--- src/rtl/packet_storer_pkg.sv ---
// Shared definitions for the packet store path.
// Packet geometry (160-bit packets split into five 32-bit memory words, MSB
// word first), the store FSM state type and a word-select helper.
package packet_storer_pkg;

    localparam int unsigned PACKET_WIDTH = 160;
    localparam int unsigned WORD_BITS    = 32;
    localparam int unsigned WORD_COUNT   = PACKET_WIDTH / WORD_BITS;
    localparam int unsigned CNT_W        = 3;

    typedef enum logic [1:0] {
        StIdle,
        StWrite,
        StAck
    } state_e;

    // Most significant memory word of a packet; the first one written.
    function automatic logic [WORD_BITS-1:0] top_word(input logic [PACKET_WIDTH-1:0] pkt);
        return pkt[PACKET_WIDTH-1 -: WORD_BITS];
    endfunction

endpackage

--- src/rtl/packet_storer.sv ---
// packet_storer: writes one packet to memory as WORD_COUNT consecutive 32-bit
// words starting at PCADDR + offset, most significant word first, then raises
// an acknowledge carrying the offset.
//
// Ports:
//   CLK, RST                 clock (rising edge), asynchronous active-low reset
//   PCADDR                   packet-area base address (static while out of reset)
//   RECEIVE_ST_*             store request channel (valid/ready): offset + packet
//   MEM_SEND_*               memory write command: address, data, valids, ready
//   SEND_ACK_*               store-complete channel (valid/ready) with offset
// All outputs are registered.
module packet_storer
    import packet_storer_pkg::*;
(
    input  logic                    CLK,
    input  logic                    RST,
    input  logic [31:0]             PCADDR,
    input  logic                    RECEIVE_ST_VALID,
    input  logic [15:0]             RECEIVE_ST_ADDR,
    input  logic [PACKET_WIDTH-1:0] RECEIVE_ST_DATA,
    output logic                    RECEIVE_ST_READY,
    output logic                    MEM_SEND_ADDR_VALID,
    output logic [31:0]             MEM_SEND_ADDR,
    output logic                    MEM_SEND_DATA_VALID,
    output logic [31:0]             MEM_SEND_DATA,
    input  logic                    MEM_SEND_READY,
    output logic                    SEND_ACK_VALID,
    output logic [15:0]             SEND_ACK_ADDR,
    input  logic                    SEND_ACK_READY
);

    localparam logic [CNT_W-1:0] LastWord = CNT_W'(WORD_COUNT - 1);

    state_e                  state_q, state_d;
    logic                    rdy_q, rdy_d;
    logic                    wr_valid_q, wr_valid_d;
    logic [31:0]             addr_q, addr_d;
    logic [31:0]             data_q, data_d;
    // Remaining words, left-aligned: the next word to send is always the top slice.
    logic [PACKET_WIDTH-1:0] pkt_q, pkt_d;
    logic [CNT_W-1:0]        cnt_q, cnt_d;
    logic [15:0]             off_q, off_d;
    logic                    ack_valid_q, ack_valid_d;
    logic [15:0]             ack_addr_q, ack_addr_d;

    always_comb begin
        state_d     = state_q;
        rdy_d       = rdy_q;
        wr_valid_d  = wr_valid_q;
        addr_d      = addr_q;
        data_d      = data_q;
        pkt_d       = pkt_q;
        cnt_d       = cnt_q;
        off_d       = off_q;
        ack_valid_d = ack_valid_q;
        ack_addr_d  = ack_addr_q;

        unique case (state_q)
            StIdle: begin
                // Ready comes up one edge after reset release and stays up until accept.
                rdy_d = 1'b1;
                if (RECEIVE_ST_VALID && rdy_q) begin
                    rdy_d      = 1'b0;
                    wr_valid_d = 1'b1;
                    // Offset is used as-is; low bits are not forced to word alignment.
                    addr_d     = PCADDR + {16'h0000, RECEIVE_ST_ADDR};
                    data_d     = top_word(RECEIVE_ST_DATA);
                    pkt_d      = RECEIVE_ST_DATA << WORD_BITS;
                    cnt_d      = '0;
                    off_d      = RECEIVE_ST_ADDR;
                    state_d    = StWrite;
                end
            end
            StWrite: begin
                if (MEM_SEND_READY) begin
                    if (cnt_q == LastWord) begin
                        wr_valid_d  = 1'b0;
                        ack_valid_d = 1'b1;
                        ack_addr_d  = off_q;
                        state_d     = StAck;
                    end else begin
                        cnt_d  = cnt_q + 1'b1;
                        addr_d = addr_q + 32'd4;
                        data_d = top_word(pkt_q);
                        pkt_d  = pkt_q << WORD_BITS;
                    end
                end
            end
            StAck: begin
                if (SEND_ACK_READY) begin
                    ack_valid_d = 1'b0;
                    rdy_d       = 1'b1;
                    state_d     = StIdle;
                end
            end
            default: begin
                state_d = StIdle;
            end
        endcase
    end

    always_ff @(posedge CLK or negedge RST) begin
        if (!RST) begin
            state_q     <= StIdle;
            rdy_q       <= 1'b0;
            wr_valid_q  <= 1'b0;
            addr_q      <= '0;
            data_q      <= '0;
            pkt_q       <= '0;
            cnt_q       <= '0;
            off_q       <= '0;
            ack_valid_q <= 1'b0;
            ack_addr_q  <= '0;
        end else begin
            state_q     <= state_d;
            rdy_q       <= rdy_d;
            wr_valid_q  <= wr_valid_d;
            addr_q      <= addr_d;
            data_q      <= data_d;
            pkt_q       <= pkt_d;
            cnt_q       <= cnt_d;
            off_q       <= off_d;
            ack_valid_q <= ack_valid_d;
            ack_addr_q  <= ack_addr_d;
        end
    end

    assign RECEIVE_ST_READY    = rdy_q;
    // One valid flop drives both: every command is a write.
    assign MEM_SEND_ADDR_VALID = wr_valid_q;
    assign MEM_SEND_DATA_VALID = wr_valid_q;
    assign MEM_SEND_ADDR       = addr_q;
    assign MEM_SEND_DATA       = data_q;
    assign SEND_ACK_VALID      = ack_valid_q;
    assign SEND_ACK_ADDR       = ack_addr_q;

endmodule

--- config.mk ---
export PLATFORM = sky130hd
export DESIGN_NAME = packet_storer
export DESIGN_NICKNAME = d
export VERILOG_FILES = /design/src/rtl/packet_storer_pkg.sv /design/src/rtl/packet_storer.sv
export SDC_FILE = /design/constraint.sdc
export NUM_CORES = 1
export LEC_CHECK = 0
export BUFFER_PORTS_ARGS = -buffer_cell sky130_fd_sc_hd__buf_2
export CAP_MARGIN = 10
export CELL_PAD_IN_SITES_DETAIL_PLACEMENT = 1
export CELL_PAD_IN_SITES_GLOBAL_PLACEMENT = 1
export CORE_ASPECT_RATIO = 1.1
export CORE_MARGIN = 1.5
export CORE_UTILIZATION = 36
export CTS_BUF_LIST = sky130_fd_sc_hd__clkbuf_4 sky130_fd_sc_hd__clkbuf_8 sky130_fd_sc_hd__clkbuf_16
export DETAILED_ROUTE_END_ITERATION = 12
export PLACE_DENSITY = 0.78
export SYNTH_ARGS = -nofsm -noshare
export SYNTH_HDL_FRONTEND = slang
export SYNTH_SLANG_ARGS = --single-unit
--- constraint.sdc ---
create_clock -name CLK -period 2.25 [get_ports CLK]
set_input_delay 0.1125 -clock CLK [delete_from_list [all_inputs] [get_ports CLK]]
set_output_delay 0.1125 -clock CLK [all_outputs]
set_load 0.01 [all_outputs]
# ---- Word-level counts from Yosys, hierarchy flattened
# Cells that the tools add are included.
dict set report totals {
  input_bits 213
  reg_bits 264
  word_cells 65
}
dict set report op_classes {
  add_sub_neg 3
  n_reduce_logical 12
  n_eq_ne 8
  mux 32
}
# op n
set ops {}
lappend ops {{160-bit 2-to-1 mux} 3}
lappend ops {{160-bit case mux with 2 select lines} 1}
lappend ops {{32-bit 2-to-1 mux} 6}
lappend ops {{32-bit case mux with 2 select lines} 2}
lappend ops {{32-bit by 16-bit adder with 32-bit output} 1}
lappend ops {{32-bit by 3-bit adder with 32-bit output, second input constant} 1}
lappend ops {{4-bit AND reduction} 4}
lappend ops {{2-bit inequality test, second input constant} 5}
lappend ops {{3-bit 2-to-1 mux} 3}
lappend ops {{1-bit 2-to-1 mux} 8}
lappend ops {{2-bit 2-to-1 mux} 4}
lappend ops {{1-bit case mux with 2 select lines} 3}
lappend ops {{2-bit case mux with 3 select lines} 1}
lappend ops {{3-bit case mux with 2 select lines} 1}
lappend ops {{2-bit nonzero test} 3}
lappend ops {{2-bit AND reduction} 2}
lappend ops {{3-bit by 1-bit adder with 3-bit output, second input constant} 1}
lappend ops {{3-bit equality test, second input constant} 1}
lappend ops {{3-bit AND reduction} 1}
lappend ops {{2-bit by 1-bit equality test with 1-bit output, second input constant} 1}
lappend ops {{2-bit equality test, second input constant} 1}
lappend ops {{2-bit zero test} 1}
lappend ops {{1-bit logical AND} 1}

# ---- Longest topological paths before layout
# Gate-level depths: netlist of the first run.
dict set report logic_depth {
  ltp_word 4
  ltp_mapped 10
}

# ---- Worst setup path before layout of the first run
# No wires, ideal clock.
dict set report synth_timing {
  kind {flip-flop to flip-flop}
  start {register addr_q[2], in the netlist MEM_SEND_ADDR[2]}
  end {register addr_q[26], in the netlist MEM_SEND_ADDR[26]}
  period_less_slack_ns 2.189
  setup_time_ns 0.136
  arrival_ns 2.053
  slack_ns 0.061
  stages_incl_launch_ff 10
  path_cell_list {dfrtp_1 -> ha_1 -> nand4_1 -> nor3b_2 -> and3_1 -> clkbuf_2 -> and3_1 -> o21ai_0 -> a221oi_1 -> o21ai_0}
}
dict set report synth_between {
  elab_chain_len 4
}
# item line_no
set synth_rtl {}
lappend synth_rtl {{from (decl)} packet_storer.sv:37} ;# logic [31:0] addr_q, addr_d;
lappend synth_rtl {{from (signal assigned)} packet_storer.sv:118} ;# addr_q <= addr_d;
lappend synth_rtl {{32-bit by 3-bit adder with 32-bit output} packet_storer.sv:83} ;# addr_d = addr_q + 32'd4;
lappend synth_rtl {{32-bit 2-to-1 mux} packet_storer.sv:76} ;# if (cnt_q == LastWord) begin
lappend synth_rtl {{32-bit 2-to-1 mux} packet_storer.sv:75} ;# if (MEM_SEND_READY) begin
lappend synth_rtl {{32-bit case mux with 2 select lines} packet_storer.sv:58} ;# unique case (state_q)
# Every way passes these cells. The select of a mux whose other input is x is not followed.
# A chain may end at the register's enable or synchronous reset.

# ---- Worst setup path in the final report of the first run
dict set report layout_timing {
  start {register cnt_q[0]}
  end {register pkt_q[41]}
}
dict set report layout_between {
  elab_chain_len 3
}
# item line_no
set layout_rtl {}
lappend layout_rtl {{from (decl)} packet_storer.sv:41} ;# logic [CNT_W-1:0] cnt_q, cnt_d;
lappend layout_rtl {{from (signal assigned)} packet_storer.sv:121} ;# cnt_q <= cnt_d;
lappend layout_rtl {{3-bit equality test} packet_storer.sv:76}
lappend layout_rtl {{2-bit inequality test (no line)} -}
lappend layout_rtl {{4-bit AND reduction (no line)} -}
lappend layout_rtl {{to (signal assigned)} packet_storer.sv:120} ;# pkt_q <= pkt_d;
lappend layout_rtl {{to (decl)} packet_storer.sv:40} ;# logic [PACKET_WIDTH-1:0] pkt_q, pkt_d;
# Every way passes these cells.

==> metrics.txt, run 1 <==
# H-tree levels 1; outcome completed; Clk pwr share 0.208; Final Skew about 0.019 ns; Fin. Hold Viols 0; Root Driver clkbuf_16; Clk pin slew, worst setup/hold paths 0.07 ns; nets 2065; IO buf count ~300; max_slew headroom 0.6344; Die W 172.7 um; post-synthesis cell type count 63; Max Root-Sink Buffers 3; Setup crit end kind flop; Worst-Skew Late Latency approximately 0.55 ns; Power Internal 13140 uW; Crit path arrival time 2.69 ns; Synth async-reset ratio 1.000; antenna violations before repair 11; period utilization 0.9900; Initial DRC Count 868; Post-route DRC 0; Syn. warnings 0; Vias 12420; fin. max-slew vios 0; GRT Residual Overflow 0; delay-heaviest family, CP compound AO/OA/AOI/OAI gates; Die Ht ~190 um; routability cong. 0.9088; Buf/Inv on CP 3; EDFF count, synth 0; Startpoint Class flop; switching power of the nets 9748 uW; WP data required 2.71 ns; filler instances 3652; #FFs+latches synth approximately 230; critical path depth in cells 8; Finish-stage setup viols 0; DP Worst Slack -0.2215 ns; Peak VDD IR around 0.64 mV; xor and xnor area share after synthesis 0.01919; number of top-level pins 297; via/cell ratio 5.447; Worst Reg-to-Reg Cells 8; TritonRoute pass-1 iters 5; final setup TNS 0 ns; CP cell instances inv_1 > ha_1 > and2_1 > a221o_2 > nor2_4 > buf_12 > buf_12 > a22o_1; Period minus WS final around 2.2 ns; largest net degree at the start of global routing about 120; global-route wire length before repair 75350 um; placed cell area 13860 um^2; per-cell routed wire length 21.63 um; Adder-Cell Fraction of Synth Area 0.02259; Setup CP Type flop to flop; post-synthesis compound-gate area fraction 0.1813; Post-Syn Area 11410 um^2; Pleak slightly below 0.008 uW; number of global-route vias before repair 13450; Syn Inst Count 1313; Simple-Gate Fraction of Synth Area 0.2141; core area 31310 um^2; Final Routed Wirelength between 40000 and 50000 um; sw frac 0.4259; Cell Pwr Density 1344 nW/um^2; CTS Buf Count 27; CP max stage delay 0.52 ns; CTS tree done; register area share after synthesis 0.5089; Final Cell Area 17030 um^2; max-cap viol count 0; sequential power share 0.335; Syn Nets 1546; Final WS setup 0.02258 ns; layout cell share with drive strength beyond 1 0.2626; gr usage total 0.2884; antenna viol nets, final 0; Layout area overhead 49.23%; Die ar. 32770 um^2; Crit-path slowest cell a221o_2; DP Wirelength 27970 um; worst-margin pin slew 0.5483 ns; critical path peak fanout 35; Mapped Avg Cell Area 8.689 um^2; Combinational Power Share 0.457; ys flop type dfrtp_1; hold crit path type primary input to flop; Cells on Worst Hold Path 4; row count 68; post-synthesis mux area share 0.01667; Hold WS a little under 0.04 ns; most frequent CP cell buf_12; clock sinks 232; largest family of logic cells by synthesized area simple AND/OR/NAND/NOR gates; fmax 0.4490 GHz; Starting Density 0.3644
==> cells in the final DEF (no fill, tap or decap), types with 3 or more instances in the layout <==
cell type / instances
nor4_1: 4
buf_12: 10
dlygate4sd3_1: 192
o22ai_1: 7
o21a_1: 6
a22o_1: 32
a21o_1: 5
ha_1: 17
xor2_1: 11
nor2_1: 158
xnor2_1: 14
clkbuf_8: 10
buf_2: 295
and3_1: 8
diode_2: 10
a21oi_1: 38
nand2_1: 344
a31oi_1: 139
and2_1: 6
mux2_2: 16
clkbuf_16: 30
buf_4: 77
a211oi_1: 5
dfrtp_1: 232
nand3_1: 21
o21ai_0: 45
o21ai_1: 5
nand4_1: 11
bufinv_16: 3
clkbuf_4: 5
o221ai_1: 4
nor3_1: 15
inv_1: 16
o211ai_1: 4
==> worst min-delay path: cells and delay by family <==
kind	cells	cell delay, ns
AND/OR/NAND/NOR	3	0.24
buffers and inverters	1	0.17
==> synthesized netlist by cell type (2+ instances only) <==
cell type,instances,share of area
or3_1,2,0.0011
clkbuf_1,71,0.023
xor2_1,11,0.0084
xnor2_1,14,0.011
inv_1,16,0.0053
nand2b_1,3,0.0016
buf_2,12,0.0053
a211oi_1,7,0.0046
nor4_1,4,0.0022
o21ai_1,2,0.00088
buf_4,2,0.0013
and3_1,9,0.0049
o211ai_1,4,0.0026
nand3_1,23,0.010
o21bai_1,2,0.0013
a21oi_1,39,0.017
nand2_1,345,0.11
o22ai_1,7,0.0038
buf_1,5,0.0016
a21o_1,5,0.0033
and4_1,2,0.0015
a221o_1,2,0.0018
mux2_2,16,0.016
and2_1,6,0.0033
or4_1,2,0.0013
o21ai_0,48,0.021
o21a_1,6,0.0039
a22oi_1,2,0.0013
ha_1,19,0.021
dfrtp_1,232,0.51
nor2b_1,2,0.0011
a22o_1,32,0.025
a31oi_1,140,0.077
a221oi_1,3,0.0023
nor2_1,162,0.053
o221ai_1,4,0.0031
nand4_1,11,0.0060
nor3_1,16,0.0070
==> final cells by class <==
cell class                 count  area (um^2)  share of cell area
timing repair buffer         581         4333              0.2545
sequential                   232         5806              0.3410
tap                          420        525.5             0.03087
clock buffer                  42        850.8             0.04997
antenna                       10        25.02            0.001470
clock inverter                 6        111.4            0.006541
multi-input combinational    974         5314              0.3121
inverter                      16        60.06            0.003528
==> final timing paths <==
| check | startpoint | endpoint | slack [ns] |
|---|---|---|---|
| max | cnt_q[0] | pkt_q[41] | 0.02 |
| min | PCADDR[17] | MEM_SEND_ADDR[31] | 0.04 |
| max reg2reg | cnt_q[0] | pkt_q[41] | 0.02 |
| min reg2reg | off_q[11] | off_q[11] | 0.47 |
| max in group asynchronous | RST | pkt_q[82] | 1.40 |
| min in group asynchronous | RST | MEM_SEND_DATA[21] | 0.06 |
==> what timing repair did <==
item	4_1_cts	5_1_grt
resized for setup	0	26
hold endpoints to repair	425	0
setup buffers	0	6
hold buffers	192	0
endpoints found under the setup margin	0	72
==> cells by family after synthesis <==
logic type | Yosys count
AND/OR/NAND/NOR | 595
AO/OA/AOI/OAI | 317
flip-flops | 232
buffers and inverters | 107
XOR/XNOR | 25
adder cells (fa/ha/maj) | 20
multiplexers | 17
==> through the flow <==
stage	util	total power (uW)	cells
floorplan	-	13110	1313
global placement	0.4428	16340	2022
detailed placement	0.4428	16760	2022
CTS	0.5349	21860	2262
global route	0.5436	24300	2279
finish	0.5438	22890	2281
==> per-layer routing <==
layer	wire length, um	part of all wire	up-vias	track usage
li1	-	-	5629	-
met1	19150	0.39	6164	0.3315
met2	25140	0.51	477	0.5203
met3	2873	0.058	152	0.05755
met4	2160	0.044	2	0.1278
met5	12	0.00024	-	0
==> power by group through the flow <==
stage               combinational [uW]  sequential (uW)  clock, uW
floorplan                         5560             7550          0
global placement                  8960             7390          0
detailed placement                9270             7490          0
CTS                               9620             7440       4800
global route                     11400             7830       5020
finish                           10500             7660       4770
==> flip-flops by register name (all words and copies together) (netlist names) <==
signal	count
off_q	16
pkt_q	128
state_q	2
cnt_q	3
SEND_ACK_ADDR	16
MEM_SEND_DATA	32
MEM_SEND_ADDR	32
MEM_SEND_ADDR_VALID	1
SEND_ACK_VALID	1
RECEIVE_ST_READY	1
(Power assumes the default switching activity.)
==> run 2, diff against run 1 <==
--- a/config.mk
+++ b/config.mk
@@ -5,7 +5,7 @@
 export SDC_FILE = /design/constraint.sdc
 export NUM_CORES = 1
 export LEC_CHECK = 0
-export BUFFER_PORTS_ARGS = -buffer_cell sky130_fd_sc_hd__buf_2
+export BUFFER_PORTS_ARGS = -buffer_cell sky130_fd_sc_hd__buf_4
 export CAP_MARGIN = 10
 export CELL_PAD_IN_SITES_DETAIL_PLACEMENT = 1
 export CELL_PAD_IN_SITES_GLOBAL_PLACEMENT = 1
@@ -14,6 +14,7 @@
 export CORE_UTILIZATION = 36
 export CTS_BUF_LIST = sky130_fd_sc_hd__clkbuf_4 sky130_fd_sc_hd__clkbuf_8 sky130_fd_sc_hd__clkbuf_16
 export DETAILED_ROUTE_END_ITERATION = 12
+export GPL_TIMING_DRIVEN = 0
 export PLACE_DENSITY = 0.78
 export SYNTH_ARGS = -nofsm -noshare
 export SYNTH_HDL_FRONTEND = slang
==> metrics.txt, run 2 (synthesized netlist as in run 1, its figures left out) <==
outcome completed; Clk pwr share 0.219; routability cong. 0.8469; Power Internal 13920 uW; Worst-Skew Late Latency 0.55 ns; crit path to MEM_SEND_DATA[15]; Final Routed Wirelength 52870 um; Peak VDD IR about 0.75 mV; per-cell routed wire length 23.07 um; Period minus WS final 2.245 ns; number of top-level pins 297; period utilization 0.9978; Die Ht 189.7 um; Die ar. 32770 um^2; Starting Density 0.3644; Reg-to-Reg Start state_q[1]; via/cell ratio 5.494; Max Root-Sink Buffers 3; Setup crit end kind flop; Root Driver clkbuf_16; Startpoint Class flop; CTS Buf Count 27; hold crit path type primary input to flop; worst-margin pin slew 0.9430 ns; WP data required 2.69 ns; nets 2078; antenna viol nets, final 0; layout cell share with drive strength beyond 1 0.2547; Combinational Power Share 0.457; core area 31310 um^2; global-route wire length before repair approximately 80000 um; Initial DRC Count 850; gr usage total 0.3151; CTS tree done; CP startpoint state_q[1]; switching power of the nets 10380 uW; antenna violations before repair 7; placed cell area 14180 um^2; Worst Reg-to-Reg Cells 5; commonest non-fill, non-tap cell in the layout nand2_1; Setup CP Type flop to flop; row count 68; max FFs per register 128; fmax 0.4454 GHz; Die W 172.7 um; Sequential cell area 5814 um^2; max_slew headroom 0.3713; Vias 12590; critical path peak fanout 10; Finish-stage setup viols 0; unrepaired setup endpoints after global routing true; # H-tree levels 1; reg2reg end MEM_SEND_DATA[15]; Layout Cells excl Fill 2292; fin. max-slew vios 0; Cell Pwr Density 1380 nW/um^2; Post-route DRC 0; largest net degree at the start of global routing ~120; DP Wirelength 32430 um; Final Cell Area 17600 um^2; IO buf count between 200 and 300; Crit path arrival time 2.69 ns; Layout area overhead 54.26%; Final Skew 0.02060 ns; Fin. Hold Viols 0; Inst Count DP 2029; reg2reg setup slack 0.005 ns; max-cap viol count 0; filler instances 3619; most flop-heavy register pkt_q; sw frac 0.4272; TritonRoute pass-1 iters 5; Clk pin slew, worst setup/hold paths around 0.06 ns; sequential power share 0.324; number of global-route vias before repair 13930; clock sinks 232; commonest cells after routing, fill and taps aside 345 x nand2_1, 314 x buf_4, 225 x dfrtp_1; GRT Residual Overflow 0; multi-input logic area ~5300 um^2; Pleak about 0.0081 uW
==> run 2: per-stage QoR <==
step	total power, uW	hold slack, ns	worst slack, ns	util	setup TNS [ns]
after floorplan	13110	-0.1831	0.06138	-	0
after detailed placement	17390	0.2579	-0.8661	0.4530	-129.59
final	24290	0.06804	0.005058	0.5621	0
after global placement	16960	0.3185	-0.8351	0.4519	-300.55
after global routing	25610	0.08591	-0.1145	0.5621	-0.3442
after CTS	23350	0.05539	0.003087	0.5562	0
==> run 2: area by class of cell <==
type	count	share of cell area
Clock buffer	32	0.04230
Antenna cell	7	0.0009954
Inverter	16	0.003413
Sequential cell	232	0.3304
Tap cell	420	0.02986
Clock inverter	17	0.01799
Multi-Input combinational cell	974	0.3009
Timing Repair Buffer	505	0.2460
Buffer	89	0.02816
==> run 2: how the worst min path moves through the flow <==
stage                            start           endpoint  slack, ns  cells after the start
finish                       PCADDR[1]   MEM_SEND_ADDR[1]       0.07                      4
detailed placement                 RST  MEM_SEND_DATA[10]       0.26                      1
CTS                          PCADDR[1]   MEM_SEND_ADDR[1]       0.06                      4
global route                 PCADDR[1]   MEM_SEND_ADDR[1]       0.09                      4
global placement    RECEIVE_ST_ADDR[0]           off_q[0]       0.32                      3
floorplan                          RST   MEM_SEND_ADDR[0]      -0.18                      0
==> run 2: per-layer routing <==
| layer | vias to the layer above | routed length [um] | track usage |
|---|---|---|---|
| li1 | 5637 | - | - |
| met1 | 6294 | 19980 | 0.3496 |
| met2 | 512 | 27230 | 0.5831 |
| met3 | 150 | 3307 | 0.06195 |
| met4 | 0 | 2356 | 0.1415 |
| met5 | - | 0 | 0 |
==> run 2: power groups by stage <==
stage | Combinational [uW] | Sequential [uW] | Clock, uW
after floorplan | 5560 | 7550 | 0
after global placement | 9370 | 7600 | 0
after detailed placement | 9710 | 7680 | 0
after CTS | 10400 | 7660 | 5320
after global routing | 12000 | 8060 | 5510
final | 11100 | 7880 | 5310
==> run 2: what timing repair did <==
action	CTS	global route
buffers inserted	8	7
endpoints found under the setup margin	230	219
gates resized for setup	69	69
hold endpoints to repair	308	0
hold buffers	194	0
pin swaps	4	9
==> run 2: worst max-delay path, cell delays in order, from the launching register on <==
cell and delay, ns:
dfrtp_1 0.50, nand2b_1 0.20, clkbuf_2 0.37, clkbuf_1 0.56
nand2_1 0.22, a31oi_1 0.28
==> run 3, diff against run 2 <==
--- a/config.mk
+++ b/config.mk
@@ -9,12 +9,13 @@
 export CAP_MARGIN = 10
 export CELL_PAD_IN_SITES_DETAIL_PLACEMENT = 1
 export CELL_PAD_IN_SITES_GLOBAL_PLACEMENT = 1
-export CORE_ASPECT_RATIO = 1.1
+export CORE_ASPECT_RATIO = 1.75
 export CORE_MARGIN = 1.5
 export CORE_UTILIZATION = 36
 export CTS_BUF_LIST = sky130_fd_sc_hd__clkbuf_4 sky130_fd_sc_hd__clkbuf_8 sky130_fd_sc_hd__clkbuf_16
 export DETAILED_ROUTE_END_ITERATION = 12
 export GPL_TIMING_DRIVEN = 0
+export MAX_ROUTING_LAYER = met4
 export PLACE_DENSITY = 0.78
 export SYNTH_ARGS = -nofsm -noshare
 export SYNTH_HDL_FRONTEND = slang
==> metrics.txt, run 3 (synthesized netlist as in run 1, its figures left out) <==
Cell Pwr Density 1324 nW/um^2; antenna violations before repair 10; max_slew headroom 0.5169; Crit path arrival time 2.61 ns; GRT Residual Overflow 0; gr usage total 0.3199; multi-input logic area 5329 um^2; TritonRoute pass-1 iters 5; final setup TNS 0 ns; placed cell area 14180 um^2; Period minus WS final 2.216 ns; antenna viol nets, final 0; Setup crit end kind flop; Worst Reg-to-Reg Cells 9; filler instances between 3000 and 4000; hold crit path type primary input to flop; final core utilization 0.5567; Fin. Hold Viols 0; CTS Buf Count 24; worst-margin pin slew roughly 0.72 ns; Inst Count DP 2006; commonest non-fill, non-tap cell in the layout nand2_1; CP max stage delay 0.46 ns; Setup CP Type flop to flop; Pleak roughly 0.008 uW; Final Routed Wirelength between 50000 and 60000 um; CP cell instances nand3b_1 > a21oi_2 > a21boi_1 > buf_4 > buf_12 > clkbuf_4 > nand2_1 > o22ai_1 > o21ai_0; commonest cells after routing, fill and taps aside 344 x nand2_1, 315 x buf_4, 225 x dfrtp_1; Crit-path slowest cell dfrtp_2; routability cong. 0.9218; Initial DRC Count 532; nets 2077; met1 WL 16740 um; critical path peak fanout 10; Sequential cell area around 5800 um^2; max FFs per register 128; Cells on Worst Hold Path 3; Die Ht 238.5 um; most flop-heavy register pkt_q; delay-heaviest family, CP compound AO/OA/AOI/OAI gates; fmax 0.4513 GHz; number of global-route vias before repair 14120; Vias 12470; clock sinks 232; global-route wire length before repair between 70000 and 80000 um; fin. max-slew vios 0; CTS tree done; Starting Density 0.3643; period utilization 0.9849; DP Wirelength between 30000 and 40000 um; number of top-level pins roughly 300; Buf/Inv on CP 3; outcome completed; unrepaired setup endpoints after global routing true; per-cell routed wire length 22.63 um; Final Cell Area ~17000 um^2; Peak VDD IR 0.6687 mV; max-cap viol count 0; core area 31310 um^2; Worst-Skew Late Latency 0.54 ns; Die W 137.6 um; Root Driver clkbuf_16; Layout area overhead 52.79%; largest net degree at the start of global routing 99; met3 routed WL a little over 2000 um; layout cell share with drive strength beyond 1 0.2563; Top Metal Used met4; Startpoint Class flop; Die ar. 32810 um^2; Clk pin slew, worst setup/hold paths roughly 0.070 ns; critical path depth in cells 9; row count 86; WP data required 2.65 ns; via/cell ratio 5.498; met2 WL between 20000 and 30000 um; Layout Cells excl Fill between 2000 and 2500; Max Root-Sink Buffers 3; Finish-stage setup viols 0; # H-tree levels 1; Post-route DRC 0; Final Skew 0.008937 ns; IO buf count between 200 and 300
[run 3: worst register-to-register path, cell delays in order (launching register included)]
cell and delay, ns:
dfrtp_2 0.46, nand3b_1 0.24, a21oi_2 0.19, a21boi_1 0.17, buf_4 0.18, buf_12 0.12
clkbuf_4 0.23, nand2_1 0.09, o22ai_1 0.25, o21ai_0 0.14
[run 3: through the flow]
| step | hold slack, ns | total power (uW) | worst slack (ns) |
|---|---|---|---|
| 6_report | 0.05714 | 23080 | 0.03408 |
| 5_1_grt | 0.05145 | 24500 | -0.06180 |
| 4_1_cts | 0.03105 | 22380 | -0.003218 |
| 3_5_place_dp | 0.1190 | 17390 | -1.003 |
| 3_3_place_gp | 0.3200 | 16880 | -0.8927 |
| 2_1_floorplan | -0.1831 | 13110 | 0.06138 |
[run 3: area by class of cell]
type	instances	share of cell area
flip-flops and latches	232	0.3336
well taps	396	0.02843
clock inverters	10	0.007609
repair buffers	507	0.2497
multi-input cells	974	0.3057
inverters	16	0.003446
diodes	10	0.001436
clock buffers	33	0.04077
plain buffers	89	0.02936
[run 3: worst paths after layout]
kind,start,to,slack (ns)
worst min register to register,off_q[3],off_q[3],0.48
min in group asynchronous,RST,MEM_SEND_ADDR[27],0.12
max in group asynchronous,RST,MEM_SEND_DATA[16],0.88
worst min-delay path,PCADDR[20],MEM_SEND_ADDR[20],0.06
worst max-delay path,state_q[0],MEM_SEND_ADDR[29],0.03
worst max register to register,state_q[0],MEM_SEND_ADDR[29],0.03
[run 3: repair_timing]
action / in CTS / in global routing
pin swaps: 6 / 11
endpoints found under the hold margin: 264 / 0
gates cloned: 0 / 0
buffers inserted: 8 / 8
hold buffers: 194 / 0
endpoints found under the setup margin: 224 / 191
gates resized for setup: 66 / 90
[run 3: power breakdown]
part	total (uW)	leakage, uW	switching [uW]	internal, uW
clock network	4360	0.000425	1800	2560
registers	7760	0.00274	1550	6210
logic	11000	0.00482	6630	4330
[run 3: per-layer routing]
metal / track usage / up-vias
met1: 0.2884 / 6107
met4: 0.2447 / 0
met2: 0.5858 / 455
li1: - / 5650
met3: 0.04644 / 253
met5: - / -
